## config.mk

```make
export PLATFORM = sky130hd
export DESIGN_NAME = fp_ieee754_pack
export DESIGN_NICKNAME = d
export VERILOG_FILES = /design/src/rtl/fp_ieee754_pack.sv
export SDC_FILE = /design/constraint.sdc
export NUM_CORES = 1
export LEC_CHECK = 0
export BUFFER_PORTS_ARGS = -buffer_cell sky130_fd_sc_hd__buf_2
export CAP_MARGIN = 20
export CORE_ASPECT_RATIO = 0.9
export CORE_MARGIN = 2
export CORE_UTILIZATION = 23
export DETAILED_ROUTE_END_ITERATION = 6
export HOLD_SLACK_MARGIN = 0.03
export PLACE_DENSITY = 0.5
export SLEW_MARGIN = 5
export SYNTH_ARGS = -nofsm -noshare
export SYNTH_HDL_FRONTEND = slang
export SYNTH_SLANG_ARGS = --single-unit
```

## constraint.sdc

```tcl
create_clock -name CLK -period 8.1 [get_ports CLK]
set_input_delay 0.405 -clock CLK [delete_from_list [all_inputs] [get_ports CLK]]
set_output_delay 0.405 -clock CLK [all_outputs]
set_load 0.05 [all_outputs]
```

## src/rtl/fp_ieee754_pack.sv

```systemverilog
// Packs an unpacked float (sign, unbiased exponent, mantissa with guard/sticky) into
// IEEE754 {sign, exp, frac}: iterative normalisation, round-to-nearest-even, subnormals
// and specials. Optional FP_PACK_FLAGS_EN adds OUT_FLAGS = {overflow, underflow, inexact}.
module fp_ieee754_pack #(
  parameter int NX = 8,
  parameter int NM = 23
) (
  input  logic                 CLK,
  input  logic                 RST,
  input  logic                 IN_VALID,
  output logic                 IN_READY,
  input  logic                 IN_SIGN,
  input  logic signed [NX+1:0] IN_EXP,
  input  logic [NM+3:0]        IN_MANT,
  input  logic                 IN_ZERO,
  input  logic                 IN_INF,
  input  logic                 IN_NAN,
  output logic                 OUT_VALID,
  input  logic                 OUT_READY,
  output logic [NX+NM:0]       OUT_VALUE
`ifdef FP_PACK_FLAGS_EN
  ,
  output logic [2:0]           OUT_FLAGS
`endif
);

  localparam int EW   = NX + 2;
  localparam int MW   = NM + 4;
  localparam int BIAS = (1 << (NX - 1)) - 1;
  localparam logic signed [EW-1:0] EMIN     = EW'(1 - BIAS);
  localparam logic signed [EW:0]   EXP_MAXB = (EW+1)'((1 << NX) - 1);

  typedef enum logic [1:0] {S_IDLE, S_NORM, S_ROUND, S_DONE} state_t;

  state_t                state_q, state_d;
  logic                  sign_q, sign_d;
  logic signed [EW-1:0]  exp_q, exp_d;
  logic [MW-1:0]         mant_q, mant_d;
  logic [NX+NM:0]        val_q, val_d;
`ifdef FP_PACK_FLAGS_EN
  logic [2:0]            flg_q, flg_d;
  logic                  inexact;
`endif

  // Rounding datapath, evaluated from the normalised register contents.
  logic                  rnd_up, rnd_carry;
  logic [NM+1:0]         mant_r;
  logic [NM:0]           mant_s;
  logic signed [EW:0]    exp_b;
  logic                  ovf;

  assign rnd_up    = mant_q[1] & (mant_q[0] | mant_q[2]);
  assign mant_r    = mant_q[MW-1:2] + {{(NM+1){1'b0}}, rnd_up};
  assign rnd_carry = mant_r[NM+1];
  assign mant_s    = rnd_carry ? mant_r[NM+1:1] : mant_r[NM:0];
  assign exp_b     = $signed({exp_q[EW-1], exp_q}) + $signed((EW+1)'(BIAS))
                   + $signed({{EW{1'b0}}, rnd_carry});
  assign ovf       = exp_b >= EXP_MAXB;
`ifdef FP_PACK_FLAGS_EN
  assign inexact   = mant_q[1] | mant_q[0];
  assign OUT_FLAGS = flg_q;
`endif

  assign IN_READY  = (state_q == S_IDLE);
  assign OUT_VALID = (state_q == S_DONE);
  assign OUT_VALUE = val_q;

  always_comb begin
    state_d = state_q;
    sign_d  = sign_q;
    exp_d   = exp_q;
    mant_d  = mant_q;
    val_d   = val_q;
`ifdef FP_PACK_FLAGS_EN
    flg_d   = flg_q;
`endif
    case (state_q)
      S_IDLE: begin
        if (IN_VALID) begin
          sign_d  = IN_SIGN;
          exp_d   = IN_EXP;
          mant_d  = IN_MANT;
          state_d = S_DONE;
`ifdef FP_PACK_FLAGS_EN
          flg_d   = '0;
`endif
          if (IN_NAN)
            val_d = {IN_SIGN, {NX{1'b1}}, 1'b1, {(NM-1){1'b0}}};
          else if (IN_INF)
            val_d = {IN_SIGN, {NX{1'b1}}, {NM{1'b0}}};
          else if (IN_ZERO || IN_MANT == '0)
            val_d = {IN_SIGN, {(NX+NM){1'b0}}};
          else
            state_d = S_NORM;
        end
      end
      S_NORM: begin
        // Right shifts fold both guard and sticky into the new sticky bit.
        if (mant_q[MW-1] || (exp_q < EMIN && mant_q != '0)) begin
          mant_d = {1'b0, mant_q[MW-1:2], mant_q[1] | mant_q[0]};
          exp_d  = exp_q + 1'b1;
        end else if (!mant_q[MW-2] && mant_q != '0 && exp_q > EMIN) begin
          mant_d = {mant_q[MW-2:0], 1'b0};
          exp_d  = exp_q - 1'b1;
        end else begin
          state_d = S_ROUND;
        end
      end
      S_ROUND: begin
        state_d = S_DONE;
        if (ovf)
          val_d = {sign_q, {NX{1'b1}}, {NM{1'b0}}};
        else if (mant_s[NM])
          val_d = {sign_q, exp_b[NX-1:0], mant_s[NM-1:0]};
        else
          val_d = {sign_q, {NX{1'b0}}, mant_s[NM-1:0]};
`ifdef FP_PACK_FLAGS_EN
        flg_d = {ovf, inexact & ~ovf & ~mant_s[NM], inexact | ovf};
`endif
      end
      S_DONE: begin
        if (OUT_READY) state_d = S_IDLE;
      end
      default: state_d = S_IDLE;
    endcase
  end

  always_ff @(posedge CLK or posedge RST) begin
    if (RST) begin
      state_q <= S_IDLE;
      sign_q  <= 1'b0;
      exp_q   <= '0;
      mant_q  <= '0;
      val_q   <= '0;
`ifdef FP_PACK_FLAGS_EN
      flg_q   <= '0;
`endif
    end else begin
      state_q <= state_d;
      sign_q  <= sign_d;
      exp_q   <= exp_d;
      mant_q  <= mant_d;
      val_q   <= val_d;
`ifdef FP_PACK_FLAGS_EN
      flg_q   <= flg_d;
`endif
    end
  end

endmodule

```

==> results of run 1 <==
[cells in the mapped netlist, types with 3 or more instances]
library cell  instances  share of area [%]
dfrtp_1              72                 33
nand2_1              69                4.8
nor2_1               51                3.5
o21ai_0              37                3.4
a21oi_1              36                3.3
clkbuf_1             36                2.5
mux2i_1              34                6.3
a211oi_1             26                3.6
a21o_1               25                3.5
nand3_1              20                1.9
inv_1                17                1.2
ha_1                 15                3.5
nor3_1               15                1.4
nor4_1               14                1.6
xnor2_1              12                1.9
a22o_1               10                1.6
a32o_1               10                1.9
nand4_1              10                1.2
and3_1                9                1.0
buf_2                 9               0.83
nand2b_1              9                1.0
xor2_1                8                1.3
a31oi_1               6               0.70
o211ai_1              6               0.83
o311a_1               6                1.1
or3_1                 6               0.70
nor2b_1               5               0.58
o2111ai_1             5               0.81
a211o_1               4               0.65
and4_1                4               0.65
buf_6                 4               0.83
o21bai_1              4               0.56
nand3b_1              3               0.42
o31ai_1               3               0.42
[per-layer routing]
| metal | wire, um | track usage, % | part of all wire (%) | vias to the layer above |
|---|---|---|---|---|
| met3 | 800 | 2.75 | 4.9 | 20 |
| met2 | 6780 | 19.3 | 42 | 118 |
| met4 | 220 | 3.66 | 1.4 | 2 |
| met5 | 7 | 0 | 0.043 | - |
| li1 | - | - | - | 2463 |
| met1 | 8460 | 21.0 | 52 | 2340 |
[critical path: stages (launching register included)]
cell	delay (ns)
dfrtp_1	0.58
nand4_1	0.28
nor4_2	0.43
nand3_1	0.24
xnor2_2	0.18
inv_1	0.54
ha_1	0.32
or4b_1	0.55
or2_0	0.26
a31oi_1	0.27
o31ai_4	0.17
nor2_4	0.48
o21ai_0	0.17
o31ai_1	0.26
[layout make-up]
class                      instances  area share, %
clock buffer                      12           3.76
timing repair buffer              85           7.04
sequential                        72           28.6
inverter                          18           1.07
clock inverter                     3           1.07
tap                              302           6.00
multi-input combinational        499           52.4
antenna                            2         0.0795
[power by group through the flow]
stage                     combinational [mW]  sequential [mW]  clock [mW]
final                                   1.77            0.813       0.425
after detailed placement                1.78            0.819           0
after global placement                  1.78            0.812           0
after floorplan                         1.33            0.866           0
after CTS                               1.78            0.812       0.434
after global routing                    1.98            0.853       0.448
[registers in the layout, summed over array words and instances, names as in the netlist]
signal and count:
state_q 2, mant_q 27, OUT_VALUE 32, sign_q 1
exp_q 10
[through the flow]
stage               worst slack (ns)  power [mW]  cell area, um2  instances
global route                    2.79        3.28            6290        992
detailed placement              3.25        2.60            5990        976
global placement                3.35        2.59            5990        976
CTS                             3.22        3.03            6290        991
floorplan                       3.79        2.20            5400        642
finish                          3.23        3.01            6290        993
[cell usage in the layout (no fill, tap or decap), types with 6 or more instances in the layout]
| cell | Yosys | layout |
|---|---|---|
| a211oi_1 | 26 | 26 |
| a21o_1 | 25 | 25 |
| a21oi_1 | 36 | 36 |
| a22o_1 | 10 | 10 |
| a31oi_1 | 6 | 6 |
| a32o_1 | 10 | 10 |
| and3_1 | 9 | 9 |
| buf_2 | 9 | 78 |
| buf_4 | 2 | 7 |
| clkbuf_16 | 0 | 9 |
| dfrtp_1 | 72 | 72 |
| ha_1 | 15 | 14 |
| inv_1 | 17 | 16 |
| mux2i_1 | 34 | 34 |
| nand2_1 | 69 | 69 |
| nand2b_1 | 9 | 9 |
| nand3_1 | 20 | 20 |
| nand4_1 | 10 | 10 |
| nor2_1 | 51 | 51 |
| nor3_1 | 15 | 15 |
| nor4_1 | 14 | 14 |
| o211ai_1 | 6 | 6 |
| o21ai_0 | 37 | 37 |
| o311a_1 | 6 | 6 |
| or3_1 | 6 | 6 |
| xnor2_1 | 12 | 12 |
| xor2_1 | 8 | 8 |
[worst paths after layout]
path	from	to	cells past startpoint	slack [ns]
setup reg to reg	mant_q[17]$_DFFE_PP0P_	OUT_VALUE[9]$_DFFE_PP0P_	13	3.23
hold reg to reg	OUT_VALUE[29]$_DFFE_PP0P_	OUT_VALUE[29]$_DFFE_PP0P_	2	0.48
hold / removal	IN_SIGN	sign_q$_DFFE_PP0P_	2	0.32
setup / recovery	mant_q[17]$_DFFE_PP0P_	OUT_VALUE[9]$_DFFE_PP0P_	13	3.23
max in group asynchronous	RST	mant_q[3]$_DFFE_PP0P_	3	7.10
min in group asynchronous	RST	OUT_VALUE[29]$_DFFE_PP0P_	3	0.37
[cell families (layout without fill, tap and decap cells)]
family                     count (synthesis)  after routing  synth area share [%]
other                                      0              2                     0
AOI/OAI and AO/OA                        194            194                  25.2
xor gates and xnor gates                  21             21                  3.55
adders and majority gates                 16             16                  3.85
buffers and inverters                     71            118                  5.84
muxes                                     36             36                  6.72
and+or+nand+nor                          232            232                  21.4
DFF                                       72             72                  33.4
==> flow_summary.toml, run 1 <==
[power]
leakagePower_nw = 2.85
power.switching_mw = 1.55
power_frac_seq_pct = 27.0
vdd_drop_max_mv = 0.143
power_frac_clock_pct = 14.1
p_comb_share_pct = 58.9
p_per_area_nw_per_um2 = 479
p_sw_share_pct = 51.6
p_int_mw = 1.46

[global_route]
grt_max_degree = 74
grt_usage_pct = 13.7
grt_pass1_wl_mm = 26.7
grt_pass1_vias = 4733
antenna_found_initial = 3
grt_overflow_total = 0

[finish]
fillers = 2563
multi_input_area_um2 = 3300
nets = 746
regArea_um2 = 1800
final_layout_size_suffix_gt1_share_pct = 16.3
area_delta_synth_final_pct = 16.6
utilization_pct = 27.1

[logic_synthesis]
syn-num-nets = 703
synth_cell_type_count = 66
synth-warning-count = 0
syn_area_per_cell_um2 = 8.41
seq_area_frac_synth_pct = 33.4
yosys_register_bits = 72
mappedNetlistArea_um2 = 5400
synth_edf_count = 0
synth-async-reset-ratio_pct = 100
synth_ff_type = "dfrtp_1"
syn_inst = 642

[floorplanning]
dieArea_um2 = 24700
dieHeight_um = 149
die_w_um = 166
start_util_pct = 23.3
core_um2 = 23200
fp-row-count = 53
pin_count = 79

[setup_path]
crit_path_end_kind = "flip-flop"
worstSetupPathType = "flip-flop to flip-flop"
required_ns = 8.34
critPathLaunchType = "flip-flop"
worst_ep_arrival_time_ns = 5.11
worst-path-max-fanout = 24

[timing]
finalHoldViolCount = 0
fmax_ghz = 0.206
setup-tns-final_ns = 0
slew_violations = 0
rsz0062_at_grt = "no"
setup_viol = 0
worst_slew_pin_slew_ns = 0.980
fin_skew_ns = 0.00721
layout_min_cycle_time_ns = 4.87
slew_headroom_pct = 34.6
fin_crit_sh_pct = 60.1
fin_hold_ws_ns = 0.316

[detailed_routing]
drt-initial-drc-count = 412
routedWlPerCell_um = 16.4
wl_mm = 16.3
routed_via_density = 4.98
via_count = 4943
drc = 0
drtPass1Iterations = 5
detail-route-antenna-nets = 0

[clock_network]
cts-resized-gates = 0
cts_tree = "yes"
clock-sinks = 72
postCtsSetupBuffers = 0
cts_root_buf = "clkbuf_16"
insertion_delay_ns = 0.34
numCtsBuffers = 9
ctsHoldBuffers = 0
path_clk_slew_ns = 0.06
htree_levels = 3
clockBufferDepth = 2

[run]
cap_violations = 0

[place]
routabilityCongestion = 0.834
io_buffers = 78
hpwl_mm = 11.8

[outcome]
status = "finished, final reports clean"

[min_path]
hold_class = "input port to flip-flop"
Note: power is estimated with default switching activity, not from simulation.
==> run 2: changes to the inputs <==
clock period = 4.8 ns   (was 8.1 ns; I/O delays follow)
==> run 2 against run 1 <==
  * Utilization rose by 0.66 points
  * Total power up 73%
  * Largest cell class unchanged
  * Global-route usage rose by 0.069 points
  * Clock power rose by 86%
  * Maximum frequency rose by 12%
  * Largest power group unchanged
  * First-iteration DRC count decreased by 16%
  * Clock skew hardly changed
  * Sequential power grew 55%
  * Critical endpoint unchanged
  * Worst setup slack got worse by 2.8 ns
  * Critical path depth stayed put
  * Cell area increased by 2.4%
==> flow_summary.toml, run 2 (synthesis results as in run 1) <==
[power]
leakagePower_nw = 2.95
vdd_drop_max_mv = 0.359
p_per_area_nw_per_um2 = 809

[place]
dp.cells = 987
io_buffers = 78
hpwl_mm = 12.1
routabilityCongestion = 0.864

[clock_network]
path_clk_slew_ns = 0.06
numCtsBuffers = 9
postCtsSetupBuffers = 0
cts-resized-gates = 0
htree_levels = 3
cts_root_buf = "clkbuf_16"
clock-sinks = 72
clockBufferDepth = 2
insertion_delay_ns = 0.34
cts_tree = "yes"
ctsHoldBuffers = 0

[floorplanning]
core_um2 = 23200
start_util_pct = 23.3
dieArea_um2 = 24700
pin_count = 79
die_w_um = 166
fp-row-count = 53
dieHeight_um = 149

[outcome]
status = "finished, final reports clean"

[finish]
nets = 759
largest_reg_flops = 32
mostFrequentLayoutCell = "buf_2"
fin_cells = 1006
fillers = 2566
final_cell_mix = "buf_2 (78), dfrtp_1 (72), nand2_1 (69), nor2_1 (51), o21ai_0 (37)"
final_layout_size_suffix_gt1_share_pct = 18.1
area_delta_synth_final_pct = 19.4

[timing]
slew_headroom_pct = 53.8
fmax_ghz = 0.230
setup_viol = 0
setup-tns-final_ns = 0
fin_skew_ns = 0.00724
finalHoldViolCount = 0
worst_slew_pin_slew_ns = 0.694
fin_crit_sh_pct = 90.5
rsz0062_at_grt = "no"
layout_min_cycle_time_ns = 4.35
slew_violations = 0

[setup_path]
worstSetupPathType = "flip-flop to flip-flop"
reg2reg_from = "mant_q[18]$_DFFE_PP0P_"
crit_start = "mant_q[18]$_DFFE_PP0P_"
required_ns = 5.05
critPathLaunchType = "flip-flop"
worst-path-max-fanout = 24
crit_path_end_kind = "flip-flop"
worst_ep_arrival_time_ns = 4.59

[detailed_routing]
routed_via_density = 4.97
drtPass1Iterations = 5
drc = 0
wl_mm = 16.5
via_count = 4995
routedWlPerCell_um = 16.4
detail-route-antenna-nets = 0
drt-initial-drc-count = 348

[min_path]
hold_class = "input port to flip-flop"
hold_path.startpoint = "IN_SIGN"

[global_route]
grt_max_degree = 75
grt_usage_pct = 13.8
grt_pass1_vias = 4660
antenna_found_initial = 2
grt_pass1_wl_mm = 26.6
grt_overflow_total = 0

[run]
cap_violations = 0
run 2: cell count changes in the layout (fill, tap and decap cells not counted), sizes merged:
cell and delta:
dlygate4sd3 +1, bufinv +1, clkinvlp -1, clkinv +2, buf +12, clkbuf -1
diode -1
run 2: metrics by stage:
step                      area [um2]  util, %  setup slack (ns)  total power [mW]  hold WS [ns]
after floorplan                 5400        -             0.493              3.71         0.390
after global placement          6070     26.1             0.687              4.44         0.460
after detailed placement        6070     26.1             0.521              4.44         0.465
after CTS                       6410     27.6             0.505              5.25         0.140
after global routing            6440     27.8            0.0299              5.66         0.143
final                           6450     27.8             0.455              5.22         0.148
run 2: area by class of cell:
cell class                 count  area, um2  share of cell area, %
multi-input combinational    499       3300                   51.1
sequential                    72       1800                   27.9
timing repair buffer          98        556                   8.62
tap                          302        378                   5.86
clock buffer                  11        243                   3.76
clock inverter                 5        104                   1.61
inverter                      18       67.6                   1.05
antenna                        1       2.50                 0.0388
run 2: path summary, 6_finish.rpt:
kind	slack, ns	endpoint	depth (start not counted)
setup / recovery	0.45	OUT_VALUE[9]$_DFFE_PP0P_	13
hold / removal	0.15	sign_q$_DFFE_PP0P_	2
setup reg to reg	0.45	OUT_VALUE[9]$_DFFE_PP0P_	13
hold reg to reg	0.48	OUT_VALUE[31]$_DFFE_PP0P_	2
max in group asynchronous	3.62	mant_q[6]$_DFFE_PP0P_	4
min in group asynchronous	0.40	OUT_VALUE[29]$_DFFE_PP0P_	3
run 2: layer usage:
metal | global-route usage (%) | part of all wire, %
met1 | 21.2 | 52
met2 | 19.3 | 43
met3 | 2.97 | 4.9
met4 | 3.23 | 0.65
met5 | 0 | 0
run 2: power by group:
part           internal (mW)  switching, mW
registers              0.899          0.361
clock network          0.522          0.269
logic                   1.17           2.00
run 2: critical path: stages, from the launching register on:
cell	delay (ns)
dfrtp_1	0.54
nand4_1	0.30
nor4_2	0.43
nand3_1	0.24
xnor2_2	0.19
inv_1	0.11
ha_1	0.20
or4b_1	0.56
or2_0	0.27
a31oi_1	0.26
o31ai_4	0.17
nor2_4	0.51
o21ai_0	0.18
o31ai_1	0.27
